### src/rtl/clk_div_pkg.sv
// Shared types and helpers for the programmable multi-channel clock divider.
package clk_div_pkg;

    localparam int NUM_CH_DEF = 2;
    localparam int DIV_W_DEF  = 8;

    typedef logic [DIV_W_DEF-1:0] div_t;

    // Length of the low phase for divisor n: ceil(n/2). Widened so n = 2^W-1 cannot overflow.
    function automatic int unsigned low_len(input int unsigned n);
        return (n + 1) >> 1;
    endfunction

endpackage

### src/rtl/clk_div_chan.sv
// One divider channel: counter, active/pending divisor and registered clk_out/tick.
module clk_div_chan
    import clk_div_pkg::*;
#(
    parameter int DIV_W       = DIV_W_DEF,
    parameter int DEFAULT_DIV = 2
) (
    input  logic             clk,
    input  logic             reset,
    input  logic             en,
    input  logic             wr,
    input  logic [DIV_W-1:0] wr_div,
    output logic             pend,
    output logic             clk_out,
    output logic             tick
);

    logic [DIV_W-1:0] cnt, div_act, div_pend, cnt_next;
    logic             running, wrap, apply_now;

    always_comb begin
        running   = en && (div_act > DIV_W'(1));
        wrap      = running && (cnt >= div_act - DIV_W'(1));
        cnt_next  = wrap ? '0 : cnt + DIV_W'(1);
        // A new divisor lands only on a period boundary or when nothing is toggling.
        apply_now = pend && (wrap || (div_act <= DIV_W'(1)) || !en);
    end

    always_ff @(posedge clk) begin
        if (reset) begin
            cnt      <= '0;
            div_act  <= DIV_W'(DEFAULT_DIV);
            div_pend <= '0;
            pend     <= 1'b0;
            clk_out  <= 1'b0;
            tick     <= 1'b0;
        end else begin
            tick <= en && (wrap || (div_act == DIV_W'(1)));
            if (apply_now) begin
                div_act <= div_pend;
                cnt     <= '0;
                clk_out <= 1'b0;
                pend    <= 1'b0;
            end else if (running) begin
                cnt     <= cnt_next;
                clk_out <= 32'(cnt_next) >= low_len(32'(div_act));
            end else if (div_act <= DIV_W'(1)) begin
                cnt     <= '0;
                clk_out <= 1'b0;
            end
            if (wr) begin
                div_pend <= wr_div;
                pend     <= 1'b1;
            end
        end
    end

endmodule

### src/rtl/clk_div_prog.sv
// Multi-channel programmable clock divider: config decode, ready mux and channel array.
module clk_div_prog
    import clk_div_pkg::*;
#(
    parameter  int NUM_CH      = NUM_CH_DEF,
    parameter  int DIV_W       = DIV_W_DEF,
    parameter  int DEFAULT_DIV = 2,
    localparam int CH_W        = (NUM_CH > 1) ? $clog2(NUM_CH) : 1
) (
    input  logic              clk,
    input  logic              reset,
    input  logic              en,
    input  logic              cfg_valid,
    output logic              cfg_ready,
    input  logic [CH_W-1:0]   cfg_ch,
    input  logic [DIV_W-1:0]  cfg_div,
    output logic [NUM_CH-1:0] clk_out,
    output logic [NUM_CH-1:0] tick
);

    logic [NUM_CH-1:0] pend, wr;

    // Out-of-range channels stay ready so their writes are swallowed.
    always_comb begin
        cfg_ready = 1'b1;
        for (int i = 0; i < NUM_CH; i++)
            if (cfg_ch == CH_W'(i)) cfg_ready = !pend[i];
    end

    for (genvar g = 0; g < NUM_CH; g++) begin : g_ch
        assign wr[g] = cfg_valid && cfg_ready && (cfg_ch == CH_W'(g));

        clk_div_chan #(
            .DIV_W       (DIV_W),
            .DEFAULT_DIV (DEFAULT_DIV)
        ) u_chan (
            .clk     (clk),
            .reset   (reset),
            .en      (en),
            .wr      (wr[g]),
            .wr_div  (cfg_div),
            .pend    (pend[g]),
            .clk_out (clk_out[g]),
            .tick    (tick[g])
        );
    end

endmodule

### config.mk
export PLATFORM = sky130hd
export DESIGN_NAME = clk_div_prog
export DESIGN_NICKNAME = d
export VERILOG_FILES = /design/src/rtl/clk_div_pkg.sv /design/src/rtl/clk_div_chan.sv /design/src/rtl/clk_div_prog.sv
export SDC_FILE = /design/constraint.sdc
export NUM_CORES = 1
export LEC_CHECK = 0
export CAP_MARGIN = 20
export CORE_AREA = 2 2 84 86
export CTS_CLUSTER_DIAMETER = 100
export DETAILED_ROUTE_END_ITERATION = 12
export DIE_AREA = 0 0 86 88
export PLACE_DENSITY = 0.87
export SLEW_MARGIN = 20
export SYNTH_ARGS = -nofsm -noshare
export SYNTH_HDL_FRONTEND = slang
export SYNTH_SLANG_ARGS = --single-unit
### constraint.sdc
create_clock -name clk -period 4.1 [get_ports clk]
set_input_delay 1.23 -clock clk [delete_from_list [all_inputs] [get_ports clk]]
set_output_delay 1.23 -clock clk [all_outputs]
set_load 0.02 [all_outputs]
==> metrics, run 1 <==
outcome finished clean; Simple-Gate Fraction of Synth Area 26.1%; worst skew pair latency 0.32 ns; routed len/inst 15.3 um; Post CTS Setup Buffer Count 0; mux contribution to synthesized area 7.29%; number of library cell types mapped by synthesis 60; clk buf depth 2; RSZ-0062 raised after global routing no; Mapped Nets 506; Inst Count DP 526; largest cells by area after synthesis dfxtp_1, ha_1, mux2i_1; Critical Path AT 4.10 ns; drt first pass iters 5; total negative slack 0 ns; Hold Violations, Final 0; final worst setup slack 0.190 ns; Commonest cells post-synth dfxtp_1, nor2_1, ha_1, nand2_1, mux2i_1; Slew Viols, Final 0; Cells after Synth 453; VDD IR-drop max 0.240 mV; Adder-Cell Fraction of Synth Area 13.0%; Die Height 88 um; FFs w/ async S/R, synth 0%; CTS buffer count 5; Die ar. 7570 um^2; worst-margin pin slew 1.02 ns; Max Cap Violations 0; sequential share of the synthesized area 28.0%; layout cell share with drive strength beyond 1 8.81%; initial detailed-routing violation count 253; Vias 3209; hold slack 0.473 ns; synthesized area 3860 um^2; Core Region 6640 um^2; count leader, synth dfxtp_1; hold crit path type reg -> reg; nature of the critical path startpoint flop; Num Clock Sinks 54; final setup fails 0; vias in the first global route 3074; kind of critical path reg -> reg; Post-CTS Hold Fix Bufs 0; routed vias/inst 6.01; biggest area consumer among synthesized cells dfxtp_1; Lkg Pwr 1.61 nW; final cell count without fillers 534; global placement routability congestion 0.920; Routed WL 8150 um; CTS tree done; HPWL Detailed 6190 um; Pwr Density 312 nW/um^2; final clock skew 0.00561 ns; GRT Total Usage 22.6%; GRT overflow 0; area grow syn2layout 5.38%; fin nets 506; XOR/XNOR Fraction of Synth Area 6.81%; post-layout minimum cycle time 3.91 ns; post-CTS sizing 0; Synth warnings 0; top_reg_cell synth dfxtp_1; Rows 30; initial core utilization 58.1%; clock slew at reported path FFs 0.10 ns; pre-CTS worst setup slack 0.254 ns; largest family of logic cells by synthesized area simple AND/OR/NAND/NOR gates; DR DRC count 0; Req. time, crit path 4.29 ns; flops & latches, synth 54; n_diodes 0; final period utilization 95.4%; Root Buffer Master clkbuf_8; largest net degree at the start of global routing 63; antenna violations before repair 0; I/O Pins 18; Slew HR 31.6%; Die Wd 86 um; Yosys top cell area share 28.0%; Avg Synthesized Cell Area 8.52 um^2; antenna-violating nets left 0; H-tree lvl count 2; I/O Buffers 17; first-pass GRT wire length 13900 um; compound-cell area share of the yosys netlist 12.2%; crit path capture type flop; Post-synth EDFFs 0; critical path fanouts, max 9; fmax 0.256 GHz
where the power goes:
part           total [W]  switching [W]  internal [W]
registers       0.000582      0.0000322      0.000550
clock network   0.000313       0.000189      0.000124
logic           0.000373       0.000205      0.000169
area by class of cell:
type                       instances  area (um^2)
clock buffer                       5         68.8
inverter                           8         32.5
timing repair buffer              27          240
tap                               80          100
multi-input combinational        357         2520
clock inverter                     3         22.5
fill                             538         2580
sequential                        54         1080
layer usage:
layer / vias up / track usage [%] / routed length, um
met3: 29 / 3.20 / 370
met5: - / 0 / 0
li1: 1599 / - / -
met1: 1466 / 29.2 / 3730
met4: 0 / 9.67 / 235
met2: 115 / 37.9 / 3810
critical path, cell delays in order (launching register included):
cell and delay (ns):
dfxtp_1 0.52, inv_1 0.11, ha_1 0.25, xnor2_1 0.15, ha_1 0.29, a211oi_1 0.24, o21ai_0 0.18, a21oi_1 0.35
nor3_1 0.12, buf_4 0.19, or2_2 0.28, ha_1 0.28, nand2b_1 0.15, nand3_1 0.08, a21oi_1 0.07, o311ai_0 0.40
a211oi_1 0.13
per-stage QoR:
stage / instance area [um^2] / power [W] / utilization (%)
after floorplan: 3860 / 0.000877 / -
after global placement: 3980 / 0.000940 / 59.8
after detailed placement: 3980 / 0.000957 / 59.8
after CTS: 4070 / 0.00127 / 61.2
after global routing: 4070 / 0.00133 / 61.2
final: 4070 / 0.00127 / 61.2
flip-flops by register name (all words and copies together) (netlist names):
register / cells
g_ch.u_chan.clk_out: 2
g_ch.u_chan.div_act: 16
g_ch.u_chan.tick: 2
g_ch.u_chan.div_pend: 16
g_ch.u_chan.cnt: 16
g_ch.u_chan.pend: 2
placed cells by master, fill, tap and decap left out, types with 8 or more instances in the layout:
master,n
nor3_1,11
dfxtp_1,54
xor2_1,16
a21oi_1,18
buf_4,10
nor2b_1,8
ha_1,40
nand2_1,36
nand3_1,26
o21ai_0,9
mux2i_1,27
clkdlybuf4s50_1,16
nor2_1,48
nand2b_1,23
xnor2_1,14
cell families after synthesis:
logic type / after synthesis
adders and majority gates: 40
buffers and inverters: 42
xor gates and xnor gates: 30
AOI/OAI and AO/OA: 68
muxes: 28
and+or+nand+nor: 191
DFF: 54
path summary, 6_finish.rpt:
kind / cells after the start / startpoint / slack [ns] / endpoint
max: 16 / g_ch[0].u_chan.div_act[1] / 0.19 / g_ch[0].u_chan.clk_out
min: 2 / g_ch[0].u_chan.div_pend[3] / 0.47 / g_ch[0].u_chan.div_act[3]
max reg2reg: 16 / g_ch[0].u_chan.div_act[1] / 0.19 / g_ch[0].u_chan.clk_out
min reg2reg: 2 / g_ch[0].u_chan.div_pend[3] / 0.47 / g_ch[0].u_chan.div_act[3]
Power figures use the tool's default switching activity.
==> run 2: changes to the inputs <==
- CELL_PAD_IN_SITES_DETAIL_PLACEMENT: default -> 1
- CELL_PAD_IN_SITES_GLOBAL_PLACEMENT: default -> 1
- CORE_AREA: 2 2 84 86 -> 2 2 94 96
- DIE_AREA: 0 0 86 88 -> 0 0 96 98
- PLACE_DENSITY: 0.87 -> 0.89
==> run 2 against run 1 <==
  * Global-route usage fell by 1.5 points
  * Largest cell class unchanged
  * Combinational power rose by 6.2%
  * Total power rose by 1.8%
  * Largest power group unchanged
  * Register-to-register slack improved by 0.12 ns
  * Utilization fell by 13 points
  * Wire length rose by 18%
  * Worst hold slack improved by 0.0078 ns
==> metrics, run 2 (synthesis gave the netlist of run 1 again) <==
CP Launch Point cfg_ch; vias in the first global route 3337 (+8.6%); drt first pass iters 4 (-1); M3 GR Usage 3.09% (-0.12 points); FF-to-FF End g_ch[1].u_chan.clk_out; Top Usage Layer GRT met2; hold crit path type reg -> reg; CP max stage cell clkdlybuf4s50_1; Critical Path AT 2.56 ns (-1.54 ns); Root Buffer Master clkbuf_8; layout cell share with drive strength beyond 1 9.47% (+0.66 points); most common cell after layout, fill and taps aside dfxtp_1; crit path capture type primary output; final clock skew 0.0117 ns (+0.00604 ns); initial detailed-routing violation count 92 (-64%); clock slew at reported path FFs 0.11 ns (about the same); first-pass GRT wire length 15900 um (+14%); CP most frequent cell clkdlybuf4s50_1; routed len/inst 17.1 um (+12%); CTS buffer count 5 (unchanged); GRT Total Usage 21.1% (-1.5 points); RSZ-0062 raised after global routing no; Setup crit end cfg_ready; CTS tree done; fmax 0.264 GHz (+3.2%); VDD IR-drop max 0.170 mV (-29%); Core Region 8470 um^2 (+27%); Post CTS Setup Buffer Count 0 (unchanged); n_diodes 0 (unchanged); final period utilization 92.4% (-2.9 points); fin nets 506 (unchanged); I/O Buffers 17 (unchanged); initial core utilization 45.6% (-13 points); Inst Count DP 554 (+5.3%); worst skew pair latency 0.32 ns (about the same); outcome finished clean; routed vias/inst 5.72 (-4.8%); Max Cap Violations 0 (unchanged); H-tree lvl count 2 (unchanged); antenna violations before repair 0 (unchanged); Die Wd 96 um (+12%); Hold Violations, Final 0 (unchanged); Req. time, crit path 2.87 ns (-1.42 ns); commonest cells after routing, fill and taps aside dfxtp_1, nor2_1, ha_1; nature of the critical path startpoint primary input; clk buf depth 2 (unchanged); combinational share of power 30.7% (+1.3 points); kind of critical path in -> out; area grow syn2layout 6.58%; total negative slack 0 ns (unchanged); HPWL Detailed 7360 um (+19%); Lkg Pwr 1.61 nW (about the same); Rows 34 (+13%); Switching Power 0.000440 W (+3.5%); Critical Path Max Stage Delay 0.62 ns (+0.10 ns); clock power share 24.0% (-0.7 points); biggest regs g_ch.u_chan.cnt (16), g_ch.u_chan.div_act (16), g_ch.u_chan.div_pend (16); Sw Ratio 34.1% (+0.57 points); global placement routability congestion 0.864 (-6.1%); critical path fanouts, max 3 (-6); worst path cell trace clkdlybuf4s50_1 -> mux2i_1 -> clkdlybuf4s50_1; worst-margin pin slew 1.05 ns (+0.0265 ns); largest net degree at the start of global routing 64 (+1.6%); Top delay family on crit path buffers and inverters; final cell count without fillers 562 (+5.2%); Vias 3215 (+0.19%); Die ar. 9410 um^2 (+24%); Pwr Density 314 nW/um^2 (+0.62%); Num Clock Sinks 54 (unchanged); Buf+Inv Stages, Crit Path 2 (unchanged); GRT overflow 0 (unchanged); antenna-violating nets left 0 (unchanged); WP depth 3 (-13); final setup fails 0 (unchanged); Worst Reg-to-Reg Cells 16 (unchanged); post-layout minimum cycle time 3.79 ns (-0.120 ns); worst reg2reg setup slack 0.31 ns (+0.12 ns); Int Power 0.000850 W (+0.90%); Die Height 98 um (+11%); Slew HR 29.8% (-1.7 points); GR Util met2 37.2% (-0.68 points); Slew Viols, Final 0 (unchanged); grt met1 use 25.9% (-3.4 points); I/O Pins 18 (unchanged); reg-to-reg startpoint g_ch[1].u_chan.div_act[2]; DR DRC count 0 (unchanged); power share of the sequential group 45.3% (-0.6 points); Routed WL 9640 um (+18%)
## run 2: final cells by class
type / count / area, um^2
clock buffer: 6 / 72.6
clock inverter: 2 / 17.5
fill: 1014 / 4350
inverter: 8 / 32.5
multi-input combinational: 357 / 2530
sequential: 54 / 1080
tap: 108 / 135
timing repair buffer: 27 / 240
## run 2: per-stage QoR
step | setup WS [ns] | utilization, % | cell area, um^2 | hold slack, ns | total power, W
after CTS | 0.167 | 48.4 | 4100 | 0.484 | 0.00129
after global routing | 0.0116 | 48.6 | 4110 | 0.515 | 0.00136
after detailed placement | 0.197 | 47.4 | 4010 | 0.466 | 0.000976
final | 0.310 | 48.6 | 4110 | 0.481 | 0.00129
after global placement | 0.315 | 47.4 | 4010 | 0.463 | 0.000954
after floorplan | 0.617 | - | 3860 | 0.445 | 0.000877
## run 2: metal layers
metal	part of all wire, %	up-vias
met1	45	1557
met2	51	53
met3	2.7	20
met4	2.0	0
met5	0	-
li1	-	1585
## run 2: timing repair
item | CTS | global route
setup endpoints to repair | 0 | 2
hold buffers | 0 | 0
resized for setup | 0 | 5
## run 2: tightest hold or removal path: stages (launching register included)
cell and delay (ns):
dfxtp_1 0.32, nand2_1 0.05, o32ai_1 0.07
## run 2: worst min path at each step
stage | start | endpoint | slack [ns] | depth (start not counted)
floorplan | g_ch[0].u_chan.div_pend[2] | g_ch[0].u_chan.div_act[2] | 0.44 | 2
global placement | g_ch[0].u_chan.div_pend[4] | g_ch[0].u_chan.div_act[4] | 0.46 | 2
detailed placement | g_ch[0].u_chan.div_pend[5] | g_ch[0].u_chan.div_act[5] | 0.47 | 2
CTS | g_ch[0].u_chan.div_pend[5] | g_ch[0].u_chan.div_act[5] | 0.48 | 2
global route | g_ch[0].u_chan.div_pend[5] | g_ch[0].u_chan.div_act[5] | 0.51 | 2
finish | g_ch[0].u_chan.div_pend[5] | g_ch[0].u_chan.div_act[5] | 0.48 | 2
## run 2: power by group through the flow
stage | logic, W | clock network [W] | registers (W)
3_5_place_dp | 0.000380 | 0 | 0.000596
4_1_cts | 0.000387 | 0.000317 | 0.000584
6_report | 0.000396 | 0.000310 | 0.000584
3_3_place_gp | 0.000359 | 0 | 0.000595
2_1_floorplan | 0.000299 | 0 | 0.000578
5_1_grt | 0.000438 | 0.000336 | 0.000589
==> run 3: changes to the inputs <==
- CORE_AREA: 2 2 94 96 -> 2 2 99 101
- DIE_AREA: 0 0 96 98 -> 0 0 101 103
- PLACE_DENSITY: 0.89 -> 0.85
- clock period: 4.1 -> 3.13 ns (I/O delays scaled with it)
==> run 3 against run 2 <==
  * The run now ends with setup timing left
  * Register-to-register slack worse by 0.56 ns
  * Sequential cell count stayed put
  * First-iteration DRC count is 98% higher
  * Count of clock-buffer cells in the layout is 1 lower
  * Clock power is 45% higher
==> metrics, run 3 (synthesis gave the netlist of run 1 again) <==
HPWL Detailed 8470 um (+15%); CP max stage cell or4_1; fmax 0.296 GHz; H-tree lvl count 2 (unchanged); commonest cells after routing, fill and taps aside buf_4, nor2_1, dfxtp_1; Tot Pwr 0.00208 W (+61%); Pwr Density 422 nW/um^2 (+35%); Buf+Inv Stages, Crit Path 1 (-1); I/O Buffers 17 (unchanged); final clock skew 0.0117 ns (+0.0000144 ns); Core Region 9460 um^2 (+12%); n_diodes 0 (unchanged); I/O Pins 18 (unchanged); hold crit path type reg -> reg; GRT overflow 0 (unchanged); Max Cap Violations 0 (unchanged); Routed WL 15300 um (+59%); CTS tree done; first-pass GRT wire length 22000 um (+38%); final period utilization 108%; nature of the critical path startpoint flop; routed vias/inst 6.18 (+8.0%); initial detailed-routing violation count 182 (+98%); Critical Path AT 3.62 ns (+1.06 ns); RSZ-0062 raised after global routing yes; Die ar. 10400 um^2 (+11%); Critical Path Max Stage Delay 0.45 ns (-0.17 ns); Rows 36 (+5.9%); clock slew at reported path FFs 0.12 ns (about the same); CP most frequent cell ha_1; vias in the first global route 4128 (+24%); Slew Viols, Final 0 (unchanged); Num Clock Sinks 54 (unchanged); antenna violations before repair 0 (unchanged); Die Wd 101 um (+5.2%); initial core utilization 40.8% (-4.8 points); GRT Total Usage 27.8% (+6.7 points); area grow syn2layout 27.7%; routed len/inst 24.3 um (+42%); Hold Violations, Final 0 (unchanged); most common cell after layout, fill and taps aside buf_4; antenna-violating nets left 0 (unchanged); final setup fails 2 (+2); VDD IR-drop max 0.283 mV (+67%); worst-margin pin slew 0.652 ns (-0.399 ns); worst skew pair latency 0.33 ns (about the same); layout cell share with drive strength beyond 1 29.8% (+20 points); final instance area 4930 um^2 (+20%); Lkg Pwr 2.02 nW (+26%); pre-CTS worst setup slack -0.371 ns (-0.568 ns); Req. time, crit path 3.36 ns (+0.49 ns); biggest regs g_ch.u_chan.cnt (16), g_ch.u_chan.div_act (16), g_ch.u_chan.div_pend (16); fin nets 569 (+12%); largest net degree at the start of global routing 34 (-47%); Slew HR 56.0% (+26 points); Filler Cell Count 1096 (+8.1%); Post-CTS Hold Fix Bufs 0 (unchanged); CTS buffer count 5 (unchanged); Root Buffer Master clkbuf_8; violated checks setup timing; Top delay family on crit path simple AND/OR/NAND/NOR gates; critical path fanouts, max 5 (+2); post-layout minimum cycle time 3.38 ns; total negative slack -0.396 ns (-0.396 ns); crit path capture type flop; placed instance area 4390 um^2 (+9.4%); kind of critical path reg -> reg; Inst Count DP 601 (+8.5%); Vias 3898 (+21%); clk buf depth 2 (unchanged); drt first pass iters 4 (unchanged); worst path cell trace buf_4 -> nor2_1 -> nand2_1 -> xor2_1 -> ha_1 -> or4_1 -> a21oi_1 -> o31a_1 -> nor2b_4 -> or2_1 -> ha_1 -> nand2b_1 -> a21o_1 -> a211oi_2 -> o21ai_1 -> nor4b_2; final cell count without fillers 631 (+12%); outcome finished, violations left; Die Height 103 um (+5.1%); final worst setup slack -0.254 ns (-0.564 ns); DR DRC count 0 (unchanged); global placement routability congestion 0.863 (about the same)
run 3: changes by cell type in the layout (fill, tap and decap cells not counted), sizes merged:
cell,change
buf,+63
inv,+2
clkbuf,-1
clkdlybuf4s50,-1
clkinv,-1
dlygate4sd2,+1
run 3: where the power goes:
group / internal, W / switching [W] / leakage (nW)
clock: 0.000168 / 0.000282 / 0.0495
combinational: 0.000394 / 0.000476 / 1.53
sequential: 0.000720 / 0.0000404 / 0.444
run 3: worst register-to-register path: cells and delay by family (launching register included):
kind	cells	cell delay [ns]
xor+xnor	1	0.16
buf+inv	1	0.16
compound gates	5	0.86
simple gates	7	1.25
fa+ha+maj	2	0.49
flops	1	0.37
run 3: timing repair:
action,4_1_cts,5_1_grt
setup endpoints to repair,3,9
resized for setup,30,31
pin swaps,16,27
setup buffers,22,5
run 3: stage by stage:
step | utilization, % | hold WS (ns)
4_1_cts | 50.3 | 0.496
3_5_place_dp | 46.4 | 0.481
2_1_floorplan | - | 0.441
6_report | 52.1 | 0.494
5_1_grt | 52.1 | 0.522
3_3_place_gp | 46.4 | 0.462
run 3: metal layers:
metal	routed length [um]	vias up	track usage (%)	part of all wire (%)
met5	0	-	0	0
met4	1180	0	17.5	7.7
met3	808	87	4.75	5.3
met2	7590	178	50.1	49
met1	5760	1925	30.3	38
li1	-	1708	-	-
run 3: final timing paths:
kind / endpoint / depth (start not counted) / from / slack (ns)
worst max-delay path: g_ch[1].u_chan.clk_out / 16 / g_ch[1].u_chan.div_act[2] / -0.25
worst min register to register: g_ch[1].u_chan.div_act[2] / 2 / g_ch[1].u_chan.div_pend[2] / 0.49
worst min-delay path: g_ch[1].u_chan.div_act[2] / 2 / g_ch[1].u_chan.div_pend[2] / 0.49
worst max register to register: g_ch[1].u_chan.clk_out / 16 / g_ch[1].u_chan.div_act[2] / -0.25
run 3: cell type report:
cell class / instances / area (um^2) / share of cell area [%]
clock buffers: 5 / 68.8 / 1.40
clock inverters: 3 / 26.3 / 0.533
inverters: 8 / 32.5 / 0.660
multi-input cells: 357 / 2830 / 57.5
flip-flops and latches: 54 / 1110 / 22.4
well taps: 114 / 143 / 2.89
repair buffers: 90 / 719 / 14.6
